<file path="config.mk">
export PLATFORM = sky130hd
export DESIGN_NAME = alu_cmd_issuer
export DESIGN_NICKNAME = d
export VERILOG_FILES = /design/src/rtl/alu_pkg.sv /design/src/rtl/alu_result_chk.sv /design/src/rtl/alu_cmd_issuer.sv
export SDC_FILE = /design/constraint.sdc
export NUM_CORES = 1
export LEC_CHECK = 0
export CAP_MARGIN = 20
export CORE_UTILIZATION = 34
export CTS_BUF_LIST = sky130_fd_sc_hd__clkbuf_4
export DETAILED_ROUTE_END_ITERATION = 6
export PLACE_DENSITY = 0.67
export RECOVER_POWER = 25
export SLEW_MARGIN = 10
export SYNTH_ARGS = -nofsm -noshare
export SYNTH_HDL_FRONTEND = slang
export SYNTH_SLANG_ARGS = --single-unit
export TNS_END_PERCENT = 50
</file>
<file path="constraint.sdc">
create_clock -name clk -period 3.9 [get_ports clk]
set_input_delay 0.78 -clock clk [delete_from_list [all_inputs] [get_ports clk]]
set_output_delay 0.78 -clock clk [all_outputs]
set_load 0.05 [all_outputs]
</file>
<file path="src/rtl/alu_pkg.sv">
// Shared definitions for the ALU command issuer: opcode constants, width defaults and
// the issuer FSM state encoding.
package alu_pkg;

    localparam int unsigned DATA_W_DEF = 8;
    localparam int unsigned CTRL_W_DEF = 4;
    localparam int unsigned CNT_W      = 4;

    localparam logic [3:0] ALU_NOT  = 4'b0100;
    localparam logic [3:0] ALU_IDLE = 4'b1101;

    typedef enum logic [1:0] {
        StIdle  = 2'd0,
        StDrive = 2'd1,
        StResp  = 2'd2
    } state_e;

endpackage

</file>
<file path="src/rtl/alu_result_chk.sv">
// Result checker: compares the sampled ALU output with the expected value captured at
// command accept and keeps a saturating count of mismatching responses.
module alu_result_chk #(
    parameter int unsigned DATA_W = 8
) (
    input  logic              clk,
    input  logic              rst,
    input  logic              accept,
    input  logic [DATA_W-1:0] cmd_exp,
    input  logic              sample,
    input  logic [DATA_W-1:0] alu_out,
    input  logic              rsp_hs,
    output logic              rsp_mismatch,
    output logic [7:0]        err_cnt
);

    logic [DATA_W-1:0] exp_q, exp_d;
    logic              mismatch_q, mismatch_d;
    logic [7:0]        err_cnt_q, err_cnt_d;

    always_comb begin
        exp_d      = exp_q;
        mismatch_d = mismatch_q;
        err_cnt_d  = err_cnt_q;
        if (accept) begin
            exp_d = cmd_exp;
        end
        if (sample) begin
            mismatch_d = (alu_out != exp_q);
        end
        if (rsp_hs && mismatch_q && (err_cnt_q != 8'hFF)) begin
            err_cnt_d = err_cnt_q + 8'd1;
        end
    end

    always_ff @(posedge clk) begin
        if (rst) begin
            exp_q      <= '0;
            mismatch_q <= 1'b0;
            err_cnt_q  <= 8'd0;
        end else begin
            exp_q      <= exp_d;
            mismatch_q <= mismatch_d;
            err_cnt_q  <= err_cnt_d;
        end
    end

    assign rsp_mismatch = mismatch_q;
    assign err_cnt      = err_cnt_q;

endmodule

</file>
<file path="src/rtl/alu_cmd_issuer.sv">
// Transactional initiator for the combinational ALU: accepts a command, holds the ALU
// inputs for SETTLE cycles, samples out/carry and returns them. ALU_CHECK_EN adds checking.
module alu_cmd_issuer
    import alu_pkg::*;
#(
    parameter int unsigned          DATA_W    = DATA_W_DEF,
    parameter int unsigned          CTRL_W    = CTRL_W_DEF,
    parameter int unsigned          SETTLE    = 1,
    parameter logic [CTRL_W-1:0]    IDLE_CTRL = ALU_IDLE
) (
    input  logic              clk,
    input  logic              rst,
    input  logic              cmd_valid,
    output logic              cmd_ready,
    input  logic [CTRL_W-1:0] cmd_ctrl,
    input  logic [DATA_W-1:0] cmd_x,
    input  logic [DATA_W-1:0] cmd_y,
    output logic [CTRL_W-1:0] alu_ctrl,
    output logic [DATA_W-1:0] alu_x,
    output logic [DATA_W-1:0] alu_y,
    input  logic              alu_carry,
    input  logic [DATA_W-1:0] alu_out,
    output logic              rsp_valid,
    input  logic              rsp_ready,
    output logic [CTRL_W-1:0] rsp_ctrl,
    output logic [DATA_W-1:0] rsp_out,
    output logic              rsp_carry,
`ifdef ALU_CHECK_EN
    input  logic [DATA_W-1:0] cmd_exp,
    output logic              rsp_mismatch,
    output logic [7:0]        err_cnt,
`endif
    output logic              busy
);

    state_e            state_q, state_d;
    logic [CNT_W-1:0]  cnt_q, cnt_d;
    logic              cmd_ready_q, cmd_ready_d;
    logic              busy_q, busy_d;
    logic [CTRL_W-1:0] alu_ctrl_q, alu_ctrl_d;
    logic [DATA_W-1:0] alu_x_q, alu_x_d;
    logic [DATA_W-1:0] alu_y_q, alu_y_d;
    logic              rsp_valid_q, rsp_valid_d;
    logic [CTRL_W-1:0] rsp_ctrl_q, rsp_ctrl_d;
    logic [DATA_W-1:0] rsp_out_q, rsp_out_d;
    logic              rsp_carry_q, rsp_carry_d;

    always_comb begin
        state_d     = state_q;
        cnt_d       = cnt_q;
        alu_ctrl_d  = alu_ctrl_q;
        alu_x_d     = alu_x_q;
        alu_y_d     = alu_y_q;
        rsp_valid_d = rsp_valid_q;
        rsp_ctrl_d  = rsp_ctrl_q;
        rsp_out_d   = rsp_out_q;
        rsp_carry_d = rsp_carry_q;
        case (state_q)
            StIdle: begin
                if (cmd_valid && cmd_ready_q) begin
                    alu_ctrl_d = cmd_ctrl;
                    alu_x_d    = cmd_x;
                    alu_y_d    = cmd_y;
                    cnt_d      = CNT_W'(SETTLE - 1);
                    state_d    = StDrive;
                end
            end
            StDrive: begin
                if (cnt_q != '0) begin
                    cnt_d = cnt_q - CNT_W'(1);
                end else begin
                    rsp_out_d   = alu_out;
                    rsp_carry_d = alu_carry;
                    rsp_ctrl_d  = alu_ctrl_q;
                    rsp_valid_d = 1'b1;
                    state_d     = StResp;
                end
            end
            StResp: begin
                if (rsp_valid_q && rsp_ready) begin
                    rsp_valid_d = 1'b0;
                    alu_ctrl_d  = IDLE_CTRL;
                    alu_x_d     = '0;
                    alu_y_d     = '0;
                    state_d     = StIdle;
                end
            end
            default: state_d = StIdle;
        endcase
        // Status flags are registered from the next state so they line up with it.
        cmd_ready_d = (state_d == StIdle);
        busy_d      = (state_d != StIdle);
    end

    always_ff @(posedge clk) begin
        if (rst) begin
            state_q     <= StIdle;
            cnt_q       <= '0;
            cmd_ready_q <= 1'b1;
            busy_q      <= 1'b0;
            alu_ctrl_q  <= IDLE_CTRL;
            alu_x_q     <= '0;
            alu_y_q     <= '0;
            rsp_valid_q <= 1'b0;
            rsp_ctrl_q  <= '0;
            rsp_out_q   <= '0;
            rsp_carry_q <= 1'b0;
        end else begin
            state_q     <= state_d;
            cnt_q       <= cnt_d;
            cmd_ready_q <= cmd_ready_d;
            busy_q      <= busy_d;
            alu_ctrl_q  <= alu_ctrl_d;
            alu_x_q     <= alu_x_d;
            alu_y_q     <= alu_y_d;
            rsp_valid_q <= rsp_valid_d;
            rsp_ctrl_q  <= rsp_ctrl_d;
            rsp_out_q   <= rsp_out_d;
            rsp_carry_q <= rsp_carry_d;
        end
    end

    assign cmd_ready = cmd_ready_q;
    assign busy      = busy_q;
    assign alu_ctrl  = alu_ctrl_q;
    assign alu_x     = alu_x_q;
    assign alu_y     = alu_y_q;
    assign rsp_valid = rsp_valid_q;
    assign rsp_ctrl  = rsp_ctrl_q;
    assign rsp_out   = rsp_out_q;
    assign rsp_carry = rsp_carry_q;

`ifdef ALU_CHECK_EN
    logic chk_accept, chk_sample, chk_rsp_hs;

    assign chk_accept = (state_q == StIdle) && cmd_valid && cmd_ready_q;
    assign chk_sample = (state_q == StDrive) && (cnt_q == '0);
    assign chk_rsp_hs = (state_q == StResp) && rsp_valid_q && rsp_ready;

    alu_result_chk #(
        .DATA_W (DATA_W)
    ) u_chk (
        .clk          (clk),
        .rst          (rst),
        .accept       (chk_accept),
        .cmd_exp      (cmd_exp),
        .sample       (chk_sample),
        .alu_out      (alu_out),
        .rsp_hs       (chk_rsp_hs),
        .rsp_mismatch (rsp_mismatch),
        .err_cnt      (err_cnt)
    );
`endif

endmodule
</file>
After elaboration in Yosys (flattened, before gate mapping). Index checks and enable logic that the tools add are counted.

Output and inout bits: 36. Bits of input ports: 33. Word-level logic and storage cells: 50. Flip-flop bits (word level): 42.

Multiplexer cells: 18. Eq/ne operators: 6. Bitwise logic cells: 1. Reductions and logical operators: 13. Add/sub/neg operators: 1.

Operators with widths (count): 8-bit case mux with 2 select lines (2); 8-bit 2-to-1 mux (3); 4-bit 2-to-1 mux (4); 4-bit case mux with 2 select lines (2); 3-bit AND reduction (3); 2-bit != test (second input constant) (4); 2-bit nonzero test (4); 2-bit 2-to-1 mux (3); 2-bit case mux with 3 select lines (1); 2-bit logical NOT (2); 4-bit nonzero test (1); 4-bit by 1-bit subtractor with 4-bit output (second input constant) (1); 2-bit by 1-bit == test with 1-bit output (second input constant) (1); 2-bit == test (second input constant) (1); 1-bit logical AND (2); 1-bit 2-to-1 mux (2); 1-bit case mux with 2 select lines (1); 2-bit AND reduction (1); 1-bit NOT (1).

Depth between registers and ports, before layout. Gate-level depths: netlist (run 1).

Depth after elaboration: 4. Depth in mapped cells: 6. Gate-level depth less buffers: 5.

Least setup slack after synthesis (run 1). Ideal clock, no wire load.

Path type: input to register. Start point: in rst. End point: reg alu_x_q[0] (netlist: alu_x[0]). Stages: 4. Required time: 3.783 ns. Data arrival time: 1.615 ns. Slack: 2.167 ns. Cell sequence: buf_2 clkinv_1 clkbuf_1 a32o_1.

RTL lines: start: declaration (line alu_cmd_issuer.sv:12) `input logic rst,`; end signal: assignment (line alu_cmd_issuer.sv:114) `alu_x_q <= alu_x_d;`; end: declaration (line alu_cmd_issuer.sv:41) `logic [DATA_W-1:0] alu_x_q, alu_x_d;`.

No word-level cell between the ends.

Final worst setup path (run 1).
Start point: reg cnt_q[0]. End point: reg state_q[1].

Cells in the longest elaborated chain, start to end: 3.

RTL lines: start: declaration (line alu_cmd_issuer.sv:37) `logic [CNT_W-1:0] cnt_q, cnt_d;`; start signal: assignment (line alu_cmd_issuer.sv:110) `cnt_q <= cnt_d;`; 4-bit nonzero test (line alu_cmd_issuer.sv:69) `if (cnt_q != '0) begin`; 2-bit 2-to-1 mux (line alu_cmd_issuer.sv:69); 2-bit case mux with 3 select lines (line alu_cmd_issuer.sv:58) `case (state_q)`; end signal: assignment (line alu_cmd_issuer.sv:97) `state_q <= StIdle;`; end signal: assignment (line alu_cmd_issuer.sv:109) `state_q <= state_d;`; end: declaration (line alu_cmd_issuer.sv:36) `state_e state_q, state_d;`.

Every way passes these cells. A chain may end at the register's enable or synchronous reset.

==> flow_summary_export.csv, run 1 <==
group,metric,value,unit
yosys,yosysUniqueCellTypes,28,
timing,relSlewSlack,-22.0,%
global_routing,grt_pass1_wl,6270,um
routing,firstDrtPassIters,4,
setup_path,critPathRequiredTime,4.19,ns
place,gp_congestion,0.697,
global_routing,grt_util_met2,24.5,%
global_routing,antenna_found_initial,0,
yosys,async_flop_share,0,%
global_routing,gr-total-overflow,0,
clock_network,clock_path_buffers,2,
global_routing,grt_max_degree,26,
timing,maxSlewViolCount,19,
layout,area_delta_synth_final,50.0,%
floorplanning,chipWidth,69.7,um
clock_network,holdBufCountCts,0,
timing,fin_tns_setup,0,ns
run_status,status,"finished with violations",
timing,worstMarginPinSlew,1.83,ns
power_and_ir_drop,power_frac_comb,27.5,%
layout,nNetsFinal,255,
routing,vias_per_cell,5.18,
min_path,hold_class,"flop to flop",
floorplanning,initial_core_util,35.5,%
setup_path,crit_type,"flop to flop",
timing,setup-violations-final,0,
yosys,syn_inst,158,
timing,finClkSkew,0.0128,ns
power_and_ir_drop,ir_drop,0.234,mV
floorplanning,die-area,4860,um2
clock_network,cts_max_level,2,
place,dpl.hpwl,2410,um
clock_network,clock_latency,0.36,ns
routing,drt_iter0_markers,89,
yosys,syn_area,1560,um2
power_and_ir_drop,p_leak,0.821,nW
yosys,synth_edf_count,0,
routing,vias,1419,
global_routing,grt.total_usage,16.1,%
floorplanning,core-area,4380,um2
yosys,syn_nets,192,
yosys,yosysSeqAreaShare,54.0,%
clock_network,root_buffer,"clkbuf_4",
yosys,ys_ff_latch,42,
global_routing,grt_pass1_vias,1379,
timing,fin_crit,2.50,ns
global_routing,busiest_layer,"met2",
layout,layout-drive-gt1-share,5.41,%
floorplanning,die_y,69.7,um
layout,n_fill_cell,425,
clock_network,cts_setup_buffers,0,
clock_network,numCtsBuffers,5,
timing,fmaxAchievable,0.400,GHz
timing,rsz0062_at_grt,"false",
run_status,violations,"max-capacitance violations, max-slew violations",
clock_network,cts.clk_slew.worst_paths,0.13,ns
power_and_ir_drop,pwr_density_cell,452,nW/um2
routing,antenna_left,0,
clock_network,cts_tree,"built",
global_routing,use_met1,19.0,%
yosys,postSynthAreaPerCell,9.86,um2
floorplanning,io_pins,69,
setup_path,crit_path_max_fanout,18,
routing,route.detailed.wl_per_inst,13.2,um
layout,final_core_util,53.3,%
flow_run,maxCapViolations,1,
setup_path,start_kind,"flop",
yosys,synth_ff_type,"dfxtp_1",
place,port_buffers,68,
power_and_ir_drop,internal_power,712,uW
yosys,ys_warn_count,0,
timing,fin_crit_sh,64.1,%
clock_network,clock_sinks,42,
power_and_ir_drop,p_sw,346,uW
layout,num_antenna_cells,0,
clock_network,cts_resized,0,
setup_path,end_kind,"flop",
power_and_ir_drop,seqPwrFrac,45.8,%
routing,drc,0,
global_routing,use_met3,8.87,%
power_and_ir_drop,switching_share,32.7,%
power_and_ir_drop,clkPwrFrac,26.7,%
floorplanning,num_rows,24,
timing,hold_viol_final,0,
routing,routed_wirelength,3630,um
setup_path,critical_path_arrival,2.79,ns
## area by class of cell
type / count / area (um2) / share of cell area, %
Clock buffer: 5 / 37.5 / 1.61
Multi-Input combinational cell: 98 / 636 / 27.2
Inverter: 4 / 15.0 / 0.642
Tap cell: 52 / 65.1 / 2.78
Clock inverter: 3 / 43.8 / 1.87
Sequential cell: 42 / 841 / 36.0
Timing Repair Buffer: 70 / 699 / 29.9
## path summary, 6_finish.rpt
path / startpoint / endpoint / slack, ns / cells after the start
hold / removal: rsp_out[0] / rsp_out[0] / 0.48 / 2
setup reg to reg: cnt_q[0] / state_q[1] / 1.40 / 5
setup / recovery: cnt_q[0] / state_q[1] / 1.40 / 5
hold reg to reg: rsp_out[0] / rsp_out[0] / 0.48 / 2
## cells in the mapped netlist (2+ instances only)
library cell,n,area share (%)
nand2_1,5,1.2
or3_1,2,0.80
inv_1,3,0.72
a32o_1,17,11
nand3b_1,3,1.4
nand3_1,15,4.8
o211ai_1,2,0.96
buf_2,7,2.2
a21oi_1,20,6.4
a2bb2oi_1,3,1.7
dfxtp_1,42,54
nand2b_1,2,0.80
nor2_1,3,0.72
clkbuf_1,6,1.4
o21ai_0,15,4.8
## cell families (layout without fill, tap and decap cells)
kind of cell	Yosys count	after routing	share of synthesized area [%]
AOI/OAI and AO/OA	60	60	26.3
adders and majority gates	1	1	0.803
and+or+nand+nor	37	37	14.1
DFF	42	42	54.0
buffers and inverters	18	82	4.90
## per-layer routing
metal / up-vias / part of all wire (%)
met1: 639 / 44
met2: 54 / 43
met4: 0 / 1.5
met5: - / 0
li1: 719 / -
met3: 7 / 11
## power by group through the flow
stage                     clock network (mW)  logic [mW]  registers, mW
final                                  0.282       0.291          0.484
after global routing                   0.316       0.307          0.489
after CTS                              0.294       0.293          0.485
after global placement                     0       0.290          0.495
after detailed placement                   0       0.292          0.493
after floorplan                            0      0.0727          0.604
## sequential cells by signal (all words and copies together) (netlist names)
signal / flops
busy: 1
rsp_carry: 1
rsp_valid: 1
state_q: 2
alu_x: 8
rsp_out: 8
cmd_ready: 1
rsp_ctrl: 4
alu_ctrl: 4
cnt_q: 4
alu_y: 8
## cells in the final DEF (no fill, tap or decap), drive strengths merged, types with 2 or more instances in the layout
cell type       n
clkbuf          5
o21ai          15
a2bb2oi         3
dfxtp          42
a32o           17
or3             2
buf             2
a21oi          20
nand3b          3
nor2            4
o211ai          2
clkdlybuf4s50  67
nand3          15
clkinv          2
nand2b          2
nand2           5
inv             4
## worst max-delay path, stage by stage, from the launching register on
cell	delay, ns
dfxtp_1	0.34
inv_1	0.07
ha_1	0.19
nor3b_1	1.43
nand2_1	0.19
a21oi_1	0.20
## stage by stage
stage | power (mW) | hold slack [ns] | worst slack, ns | cell area, um2 | cells
finish | 1.06 | 0.485 | 1.40 | 2340 | 274
global route | 1.11 | 0.508 | 1.13 | 2340 | 274
CTS | 1.07 | 0.486 | 1.51 | 2340 | 274
detailed placement | 0.786 | 0.468 | 1.32 | 2260 | 266
global placement | 0.784 | 0.462 | 1.33 | 2250 | 265
floorplan | 0.677 | 0.456 | 2.17 | 1560 | 158
No activity file was read; power rests on OpenSTA's default activity.
==> run 2: changes to the inputs <==
Settings changed: PLACE_DENSITY 0.67 to 0.7.
Clock period 3.9 ns to 2.1 ns, I/O delays scaled along.
==> flow_summary_export.csv, run 2 (synthesized netlist as in run 1, its figures left out) <==
group,metric,value,unit
run_status,status,"completed",
floorplanning,num_rows,24,
flow_run,maxCapViolations,0,
floorplanning,initial_core_util,35.5,%
routing,drc,0,
layout,num_antenna_cells,0,
routing,route.detailed.wl_per_inst,12.9,um
power_and_ir_drop,power_frac_comb,30.2,%
clock_network,clock_path_buffers,2,
setup_path,crit_start,"rsp_valid",
layout,layout-drive-gt1-share,6.19,%
clock_network,holdBufCountCts,0,
clock_network,clock_sinks,42,
timing,setup-violations-final,0,
power_and_ir_drop,seqPwrFrac,49.7,%
clock_network,cts_tree,"built",
place,port_buffers,68,
place,dpl.cell_count,271,
setup_path,crit_type,"flop to output port",
clock_network,clock_latency,0.34,ns
routing,drt_iter0_markers,60,
timing,maxSlewViolCount,0,
layout,fin_cells,278,
power_and_ir_drop,clkPwrFrac,20.1,%
setup_path,worstPathCellList,"clkdlybuf4s50_1",
timing,worstMarginPinSlew,0.698,ns
power_and_ir_drop,p_sw,612,uW
clock_network,cts_max_level,2,
layout,nNetsFinal,260,
power_and_ir_drop,ir_drop,0.419,mV
setup_path,critPathRequiredTime,1.68,ns
layout,mostFrequentLayoutCell,"clkdlybuf4s50_1",
clock_network,numCtsBuffers,5,
setup_path,crit_path_max_fanout,4,
setup_path,cpPeakStageDelay,0.82,ns
setup_path,critical_path_arrival,1.54,ns
floorplanning,die_y,69.7,um
min_path,hp-start,"rsp_out[4]",
timing,fmaxAchievable,0.510,GHz
timing,fin_crit_sh,93.4,%
global_routing,grt_pass1_vias,1376,
layout,mostFrequentLayoutCells,"67 x clkdlybuf4s50_1, 42 x dfxtp_1, 20 x a21oi_1",
global_routing,antenna_found_initial,0,
setup_path,r2r_start,"cnt_q[0]",
layout,area_delta_synth_final,49.6,%
place,gp_congestion,0.726,
min_path,hold_class,"flop to flop",
setup_path,end_kind,"output port",
timing,rsz0062_at_grt,"false",
clock_network,cts_resized,0,
clock_network,cts_setup_buffers,0,
layout,fin_area,2330,um2
floorplanning,die-area,4860,um2
timing,fin_tns_setup,0,ns
global_routing,gr-total-overflow,0,
timing,relSlewSlack,53.5,%
setup_path,critPathTopFamily,"buffers and inverters",
floorplanning,chipWidth,69.7,um
routing,routed_wirelength,3590,um
routing,firstDrtPassIters,4,
timing,fin_crit,1.96,ns
routing,vias,1447,
place,dpl.hpwl,2440,um
power_and_ir_drop,p_leak,0.821,nW
power_and_ir_drop,pwr_density_cell,775,nW/um2
routing,vias_per_cell,5.21,
place,placed_cell_area,2290,um2
floorplanning,io_pins,69,
floorplanning,core-area,4380,um2
power_and_ir_drop,switching_share,33.9,%
clock_network,root_buffer,"clkbuf_4",
routing,antenna_left,0,
setup_path,cp_num_buf_inv,1,
global_routing,grt_max_degree,21,
timing,finClkSkew,0.00959,ns
setup_path,start_kind,"flop",
power_and_ir_drop,power,1.81,mW
timing,hold_viol_final,0,
clock_network,cts.clk_slew.worst_paths,0.12,ns
global_routing,grt.total_usage,15.2,%
power_and_ir_drop,internal_power,1.19,mW
setup_path,slowest_stage,"clkdlybuf4s50_1",
global_routing,grt_pass1_wl,5930,um
==> run 2: final timing paths <==
check | to | slack (ns) | cells after the start
hold reg to reg | rsp_out[4] | 0.48 | 2
setup reg to reg | rsp_ctrl[0] | 0.30 | 6
hold / removal | rsp_out[4] | 0.48 | 2
setup / recovery | rsp_valid | 0.14 | 1
==> run 2: layout make-up <==
type,count,area [um2]
fillers,445,2050
clock buffers,5,37.5
clock inverters,2,10.0
multi-input cells,98,636
inverters,4,15.0
well taps,52,65.1
repair buffers,75,726
flip-flops and latches,42,841
==> run 2: power by group through the flow <==
stage                     registers [mW]  clock network (mW)  logic [mW]
after floorplan                     1.12                   0       0.135
after global placement             0.917                   0       0.549
after detailed placement           0.916                   0       0.551
after CTS                          0.899               0.383       0.553
after global routing               0.907               0.422       0.574
final                              0.898               0.363       0.545
==> run 2: metrics by stage <==
stage	utilization [%]	hold slack, ns	worst slack [ns]
floorplan	-	0.456	0.593
global placement	52.3	0.461	0.229
detailed placement	52.3	0.468	0.229
CTS	53.4	0.485	0.106
global route	53.1	0.505	0.0303
finish	53.1	0.484	0.138
==> run 2: metal layers <==
layer,vias up,GRT usage (%),share of wire (%)
li1,730,-,-
met4,0,6.00,1.4
met3,6,6.69,9.5
met2,60,24.4,45
met1,651,17.9,44
met5,-,0,0
==> RTL edit: new RTL, config.mk and constraints of run 2 <==
The option `ALU_CHECK_EN` is turned on by a define.
--- a/src/rtl/alu_cmd_issuer.sv
+++ b/src/rtl/alu_cmd_issuer.sv
@@ -1,5 +1,7 @@
 // Transactional initiator for the combinational ALU: accepts a command, holds the ALU
 // inputs for SETTLE cycles, samples out/carry and returns them. ALU_CHECK_EN adds checking.
+`define ALU_CHECK_EN
+
 module alu_cmd_issuer
     import alu_pkg::*;
 #(
Ports: changed (added cmd_exp, err_cnt and rsp_mismatch); port bits go from 69 to 86. The function was not compared with the original's and may differ.
==> RTL edit against run 2 <==
- the flow now finishes with violations (design-rule violations)
- sequential cell count increased by 17
- register-to-register slack better by 0.02 ns
- clock power is 110% higher
- setup slack lost 0.045 ns
- non-clock buffer count increased by 18
- final cell count is 53% higher
- final area rose by 46%
- routed wire length grew 60%
- synthesized area up 48%
- total power grew 52%
- die area is 47% higher
- critical endpoint is now err_cnt[1]
- largest power group unchanged
==> RTL edit: results (changes against run 2) <==
OUTCOME='finished with violations'
FAILED_CHECKS='design-rule violations'
SYNTH_SEQ_AREA_SHARE_PCT=51.11  # -2.9 points
DRIVE_ABOVE_1_SHARE_PCT=8.596  # +2.4 points
GRT_PASS1_WL_UM=9480  # +60%
GROUTE.USAGE.OVERALL_PCT=17.06  # +1.8 points
DP_HPWL_UM=4047  # +66%
RELSLEWSLACK_PCT=63.91  # +10 points
CRITPATHTOPFAMILY='buffers and inverters'
GLOBAL_PLACER_S_FINAL_WEIGHTED_CONGESTION=0.7714  # +6.3%
ROUTED_WIRELENGTH_NORMALIZED_BY_INSTANCE_COUNT_UM=13.51  # +4.5%
BUFFER_PORTS.INSERTED=85  # +25%
WORST_R2R_PATH_DEPTH=6  # unchanged
GRT_PASS1_VIAS=1966  # +43%
TRITONCTS.NUM_BUFFERS=9  # +4
SYNTH_FP_NETS=297  # +55%
TIMING.CLOCK.SKEW_NS=0.01621  # +0.006619 ns
CTS_SETUP_BUFFERS=0  # unchanged
CRITPATHMAXSTAGEDELAY_NS=0.83
RR_ENDPOINT='busy$_SDFF_PP0_'
HOLDPATHEND='u_chk.err_cnt[3]$_SDFFE_PP0P_'
FIRST_PASS_ITERS=7  # +3
DESIGN.FINAL.NETS=387  # +49%
CRITICAL_PATH.STARTPOINT='u_chk.err_cnt[1]$_SDFFE_PP0P_'
CLOCKROOTBUFFER='clkbuf_4'
CRIT_PATH_TO='err_cnt[1]'
WORSTHOLDPATHTYPE='in -> reg'
WORST_SKEW_PAIR.LATE_LATENCY_NS=0.38  # +0.04 ns
HOLD_PATH_CELLS=2  # unchanged
ASYNCSETRESETFLOPFRACSYNTH_PCT=0  # unchanged
SYNTH.TOP_CELLS.BY_AREA='dfxtp_1 51%, nand2_1 7.3%, a22oi_1 5.5%'
IR_DROP_mV=0.4576  # +9.3%
RRSETUPSLACK_NS=0.32  # +0.02 ns
YOSYSWARNINGCOUNT=0  # unchanged
N_ANTENNA_CELL=0  # unchanged
NUMBER_OF_ANTENNA_VIOLATIONS_AT_THE_FIRST_CHECK_IN_GLOBAL_ROUTING=0  # unchanged
HP-START='rst'
GRT_START_MAX_NET_PINS=41  # +95%
FIRST_ITER_VIOLATIONS=102  # +70%
POST_DRT_VIA_CELL_RATIO=4.969  # -4.5%
CTSHTREEMAXLEVEL=3  # +1
WORST-ENDPOINT-ARRIVAL_NS=1.59  # +0.05 ns
CPMAXSTAGEDELAYCELL='clkdlybuf4s50_1'
ROUTE.DETAILED.DRC=6  # +6
SYNTHDISTINCTLIBCELLS=41  # +46%
POWER_LEAKAGE_nW=1.370  # +67%
POST_SYNTH_MOST_FREQUENT_CELLS='59 x dfxtp_1, 45 x nand2_1, 26 x nor2_1, 25 x a21oi_1, 17 x a22oi_1'
==> RTL edit: per-stage QoR <==
| step | hold WS [ns] | setup slack [ns] | cells | area (µm²) | utilization [%] |
|---|---|---|---|---|---|
| 4_1_cts | 0.4055 | 0.0008300 | 426 | 3397 | 52.60 |
| 3_5_place_dp | 0.4461 | 0.06634 | 410 | 3267 | 50.58 |
| 5_1_grt | 0.4223 | -0.004174 | 426 | 3398 | 52.62 |
| 3_3_place_gp | 0.4427 | 0.1249 | 410 | 3267 | 50.58 |
| 6_report | 0.4293 | 0.09283 | 426 | 3398 | 52.62 |
| 2_1_floorplan | 0.4481 | 0.3615 | 254 | 2311 | - |
==> RTL edit: what timing repair did <==
action,CTS,global route
hold endpoints to repair,0,0
gates resized for setup,1,6
endpoints found under the setup margin,1,6
==> RTL edit: area by class of cell <==
| class | count | area (µm²) |
|---|---|---|
| timing repair buffer | 93 | 938.4 |
| clock inverter | 6 | 56.30 |
| tap | 77 | 96.34 |
| inverter | 3 | 11.26 |
| fill | 619 | 3060 |
| clock buffer | 10 | 75.07 |
| multi-input combinational | 178 | 1040 |
| sequential | 59 | 1181 |
==> RTL edit: cell families after synthesis <==
kind of cell / after synthesis / synth area share (%)
compound gates: 55 / 15.59
xor+xnor: 14 / 5.306
fa+ha+maj: 2 / 1.083
buf+inv: 17 / 3.465
flops: 59 / 51.11
mux: 3 / 1.354
simple gates: 104 / 22.09
==> RTL edit: power breakdown <==
group	switching, W	internal (W)
clock	0.000404	0.000367
sequential	0.0000527	0.00120
combinational	0.000433	0.000288
==> RTL edit: metal layers <==
layer / track usage (%) / vias up / routed length (µm)
met3: 4.326 / 10 / 356
li1: - / 1060 / -
met1: 21.78 / 984 / 2580
met5: 0 / - / 0
met4: 8.937 / 0 / 91
met2: 26.68 / 63 / 2726
